===== src/rtl/m_ocp_arbiter.sv =====
// Round-robin arbiter sharing one OCP bridge memory-access port between
// NUM_REQ requesters. It keeps one access outstanding at a time and enforces a completion timeout.
module m_ocp_arbiter #(
  parameter int NUM_REQ    = 4,
  parameter int DATA_WIDTH = 32,
  parameter int ADDR_WIDTH = 5,
  parameter int TIMEOUT    = 255
) (
  input  logic                          clk,
  input  logic                          reset_n,
  input  logic [NUM_REQ-1:0]            req,
  input  logic [NUM_REQ-1:0]            req_type,
  input  logic [NUM_REQ*ADDR_WIDTH-1:0] req_addr,
  input  logic [NUM_REQ*DATA_WIDTH-1:0] req_wdata,
  output logic [NUM_REQ-1:0]            grant,
  output logic [NUM_REQ-1:0]            done,
  output logic [DATA_WIDTH-1:0]         rdata,
  output logic                          err,
  output logic                          arb_busy,
  output logic                          br_request,
  output logic                          br_type,
  output logic [ADDR_WIDTH-1:0]         br_address,
  output logic [DATA_WIDTH-1:0]         br_write_data,
  input  logic [DATA_WIDTH-1:0]         br_read_data,
  input  logic                          br_complete,
  input  logic                          br_busy
);

  localparam int IDX_W = $clog2(NUM_REQ);
  localparam int CNT_W = $clog2(TIMEOUT + 1);

  typedef enum logic [1:0] {IDLE, ISSUE, WAIT, RESP} state_e;

  state_e           state;
  logic [IDX_W-1:0] rr_ptr;
  logic [IDX_W-1:0] idx;
  logic [CNT_W-1:0] cnt;
  logic [IDX_W-1:0] sel_idx;
  logic             sel_valid;

  // First pending request at or above rr_ptr, wrapping back to 0.
  always_comb begin
    int j;
    logic [IDX_W-1:0] cand;
    // NOTE: every variable gets a default before any branch, so no latch is inferred.
    sel_valid = 1'b0;
    sel_idx   = '0;
    j         = 0;
    cand      = '0;
    for (int k = 0; k < NUM_REQ; k++) begin
      j = int'(rr_ptr) + k;
      if (j >= NUM_REQ) j = j - NUM_REQ;
      cand = IDX_W'(j);
      if (!sel_valid && req[cand]) begin
        sel_valid = 1'b1;
        sel_idx   = cand;
      end
    end
  end

  always_ff @(posedge clk or negedge reset_n) begin
    if (!reset_n) begin
      state         <= IDLE;
      rr_ptr        <= '0;
      idx           <= '0;
      cnt           <= '0;
      grant         <= '0;
      done          <= '0;
      rdata         <= '0;
      err           <= 1'b0;
      arb_busy      <= 1'b0;
      br_request    <= 1'b0;
      br_type       <= 1'b0;
      br_address    <= '0;
      br_write_data <= '0;
    end else begin
      // NOTE: non-blocking throughout, so every branch reads pre-edge register values.
      grant      <= '0;
      done       <= '0;
      err        <= 1'b0;
      br_request <= 1'b0;
      case (state)
        IDLE: begin
          if (sel_valid) begin
            idx           <= sel_idx;
            grant         <= NUM_REQ'(1) << sel_idx;
            br_type       <= req_type[sel_idx];
            br_address    <= req_addr[sel_idx*ADDR_WIDTH +: ADDR_WIDTH];
            br_write_data <= req_wdata[sel_idx*DATA_WIDTH +: DATA_WIDTH];
            arb_busy      <= 1'b1;
            state         <= ISSUE;
          end
        end
        ISSUE: begin
          if (!br_busy) begin
            br_request <= 1'b1;
            cnt        <= '0;
            state      <= WAIT;
          end
        end
        WAIT: begin
          // A completion wins over a timeout that expires in the same cycle.
          if (br_complete) begin
            if (br_type) rdata <= br_read_data;
            done  <= NUM_REQ'(1) << idx;
            state <= RESP;
          end else if (cnt == CNT_W'(TIMEOUT)) begin
            err   <= 1'b1;
            done  <= NUM_REQ'(1) << idx;
            state <= RESP;
          end else begin
            cnt <= cnt + CNT_W'(1);
          end
        end
        RESP: begin
          rr_ptr   <= (idx == IDX_W'(NUM_REQ - 1)) ? '0 : idx + IDX_W'(1);
          arb_busy <= 1'b0;
          state    <= IDLE;
        end
        default: state <= IDLE;
      endcase
    end
  end

endmodule


===== config.mk =====
export PLATFORM = sky130hd
export DESIGN_NAME = m_ocp_arbiter
export DESIGN_NICKNAME = d
export VERILOG_FILES = /design/src/rtl/m_ocp_arbiter.sv
export SDC_FILE = /design/constraint.sdc
export NUM_CORES = 1
export LEC_CHECK = 0
export BUFFER_PORTS_ARGS = -buffer_cell sky130_fd_sc_hd__buf_2
export CORE_AREA = 2 2 105 107
export DETAILED_ROUTE_END_ITERATION = 8
export DIE_AREA = 0 0 107 109
export PLACE_DENSITY = 0.95
export SLEW_MARGIN = 25
export SYNTH_ARGS = -nofsm -noshare
export SYNTH_HDL_FRONTEND = slang
export SYNTH_SLANG_ARGS = --single-unit

===== constraint.sdc =====
create_clock -name clk -period 5.4 [get_ports clk]
set_input_delay 0.81 -clock clk [delete_from_list [all_inputs] [get_ports clk]]
set_output_delay 0.81 -clock clk [all_outputs]
set_load 0.01 [all_outputs]

==> metrics.md <==
| Metric | Value |
|---|---|
| Status | `finished clean` |
| Slew of the pin with the lowest slew margin | `0.972 ns` |
| Wire per inst | `16.3 µm` |
| Multi-input logic area | `2410 µm²` |
| Mean area per synthesized cell | `between 10 and 15 µm²` |
| Synth top area cells | `dfrtp_1 47%, mux2i_1 15%, o221ai_2 8.4%` |
| FF-to-FF End | `br_write_data[12]` |
| Core area | `approximately 11000 µm²` |
| Mapped Area | `5010 µm²` |
| Critical-path top delay cell | `or2_4` |
| Commonest cells after routing, fill and taps aside | `271 x buf_2, 95 x dfrtp_1, 76 x mux2i_1` |
| Fin crit period | `approximately 2.8 ns` |
| Detailed-router iteration count before antenna repair | `4` |
| Starting DRT DRC Count | `178` |
| Register Area | `2380 µm²` |
| CP Buf/Inv Count | `1` |
| Leakage | `0.00356 µW` |
| Top cell type by total area after synthesis | `dfrtp_1` |
| Fillcell total | `842` |
| Maximum vdd drop | `239 µV` |
| Reg-to-Reg Start | `state[0]` |
| Pwr Total | `between 3000 and 4000 µW` |
| R2R Setup Slk | `2.96 ns` |
| CP peak stage delay | `~0.67 ns` |
| Routed wire length | `approximately 13000 µm` |
| Largest net degree at the start of global routing | `~60` |
| Most common cell after layout, fill and taps aside | `buf_2` |
| CP Launch Type | `primary input` |
| HPWL Detailed | `10100 µm` |
| Hold buffers post-CTS | `0` |
| Area Overhead vs Synth | `32.3%` |
| Yosys top cell area share | `0.474` |
| Hold slack | `0.379 ns` |
| Final period utilization | `0.523` |
| Fin nets | `between 800 and 900` |
| Delay-heaviest family, CP | `simple AND/OR/NAND/NOR gates` |
| RSZ-0062 raised after global routing | `false` |
| Total die area | `about 12000 µm²` |
| CTS clk-pin slew, worst paths | `0.11 ns` |
| Ys Warns | `0` |
| Via count | `4266` |
| CTS tree | `yes` |
| Yosys cell types | `36` |
| Worst R2R Path Depth | `5` |
| Initial antenna violation count | `0` |
| Die width | `107 µm` |
| Total negative slack | `0 ns` |
| Worst-path cell chain | `buf_2, or4_4, nand2_2, or2_4, o221ai_1` |
| Sink Count | `95` |
| Clock Path Buffers | `2` |
| Crit end category | `flip-flop` |
| Die Ht | `109 µm` |
| Root Driver | `clkbuf_8` |
| Register area share after synthesis | `0.474` |
| Synth Instances | `400` |
| Total grt overflow | `0` |
| Total track usage | `0.217` |
| Clock Skews | `0.0168 ns` |
| Vias in the first global route | `about 4.3k` |
| Endpoints failing setup | `0` |
| Pwr Density | `between 500 and 600 nW/µm²` |
| Setup Fix Bufs, Post-CTS | `0` |
| Syn nets | `602` |
| N_diodes | `0` |
| CTS resizes | `0` |
| Worst-path fanout max | `42` |
| Layout cells sized above 1 | `0.548` |
| Port-buffer cells | `approximately 270` |
| Final Hold Fails | `0` |
| Hold Path Class | `primary input to async pin` |
| Final WS setup | `2.58 ns` |
| First-pass GRT wire length | `19800 µm` |
| Achievable frequency | `354 MHz` |
| Critical path required time | `5.61 ns` |
| Skew-Pair Late Insertion Delay | `around 0.36 ns` |
| Residual DRC count | `0` |
| Fin. max-slew vios | `0` |
| Boundary Pins | `273` |
| # rows | `38` |
| CTS H-tree lvls | `3` |
| Worst slack, placed | `1.77 ns` |
| Yosys reg bits | `95` |
| Starting Density | `0.473` |
| Vias per Instance | `5.29` |
| GP Congestion | `0.740` |
| Critical path arrival | `3.03 ns` |
| Post-route ant nets | `0` |
| CTS Buf Count | `9` |
| Critical path class | `primary input to flip-flop` |
| Max_cap viols | `0` |
| Slew margin rel. | `0.352` |
-- cells in the mapped netlist --
| library cell | count |
|---|---|
| o22ai_1 | 3 |
| mux2i_1 | 76 |
| ha_1 | 10 |
| xnor2_1 | 6 |
| buf_8 | 1 |
| o221ai_2 | 28 |
| buf_2 | 5 |
| nand2_2 | 1 |
| a211oi_1 | 3 |
| mux2_2 | 36 |
| o221a_1 | 1 |
| o21a_1 | 1 |
| a22o_1 | 3 |
| nand2b_1 | 1 |
| dfrtp_1 | 95 |
| o211ai_2 | 1 |
| clkbuf_1 | 5 |
| a21oi_1 | 2 |
| nor2b_1 | 6 |
| or4_4 | 1 |
| buf_4 | 3 |
| o221ai_1 | 11 |
| nor2_1 | 12 |
| o21ai_0 | 2 |
| and2_1 | 4 |
| nand2_1 | 46 |
| buf_6 | 11 |
| nand4_1 | 1 |
| a2111oi_1 | 1 |
| nand3_1 | 6 |
| nor3_1 | 3 |
| a21o_1 | 1 |
| or2_1 | 1 |
| a2111oi_2 | 2 |
| buf_1 | 2 |
| inv_1 | 9 |
-- layer usage --
metal | track usage | part of all wire | vias to the layer above
met5 | 0 | 0 | -
met2 | 0.385 | 0.52 | 210
met4 | 0.0983 | 0.025 | 0
met1 | 0.253 | 0.38 | 2034
li1 | - | - | 1992
met3 | 0.0436 | 0.071 | 30
-- cell families (layout without fill, tap and decap cells) --
| group | after synthesis | in the layout | share of synthesized area |
|---|---|---|---|
| buf+inv | 36 | 302 | 0.0492 |
| xor+xnor | 6 | 6 | 0.0105 |
| simple gates | 82 | 82 | 0.0721 |
| fa+ha+maj | 10 | 10 | 0.0250 |
| compound gates | 59 | 59 | 0.136 |
| mux | 112 | 112 | 0.233 |
| flops | 95 | 95 | 0.474 |
-- area by class of cell --
type / count / share of cell area
multi-input cells: 269 / 0.363
flip-flops and latches: 95 / 0.358
repair buffers: 277 / 0.211
well taps: 140 / 0.0264
clock buffers: 9 / 0.0187
clock inverters: 7 / 0.0166
inverters: 9 / 0.00509
-- per-stage QoR --
stage          cells  area, µm²  utilization
2_1_floorplan    400       5010            -
3_3_place_gp     790       6390        0.603
3_5_place_dp     790       6390        0.603
4_1_cts          806       6630        0.625
5_1_grt          806       6630        0.625
6_report         806       6630        0.625
-- registers in the layout, summed over array words and instances (netlist names) --
signal         flops
err                1
rr_ptr             2
idx                2
grant              4
br_type            1
cnt                8
br_write_data     32
br_request         1
br_address         5
rdata             32
state              2
arb_busy           1
done               4
-- power breakdown --
group          total [µW]  switching [µW]  internal (µW)
registers            1210             191           1020
logic                1690             909            781
clock network         524             290            234
-- worst max-delay path by stage --
stage | startpoint | end | slack, ns | depth (start not counted)
after floorplan | req[2] | state[1] | 3.30 | 3
after global placement | req[3] | br_write_data[11] | 1.92 | 5
after detailed placement | req[3] | br_write_data[12] | 1.77 | 5
after CTS | req[3] | br_write_data[12] | 2.16 | 5
after global routing | req[3] | br_write_data[13] | 2.43 | 5
final | req[3] | br_write_data[12] | 2.58 | 5
Power figures use the tool's default switching activity.
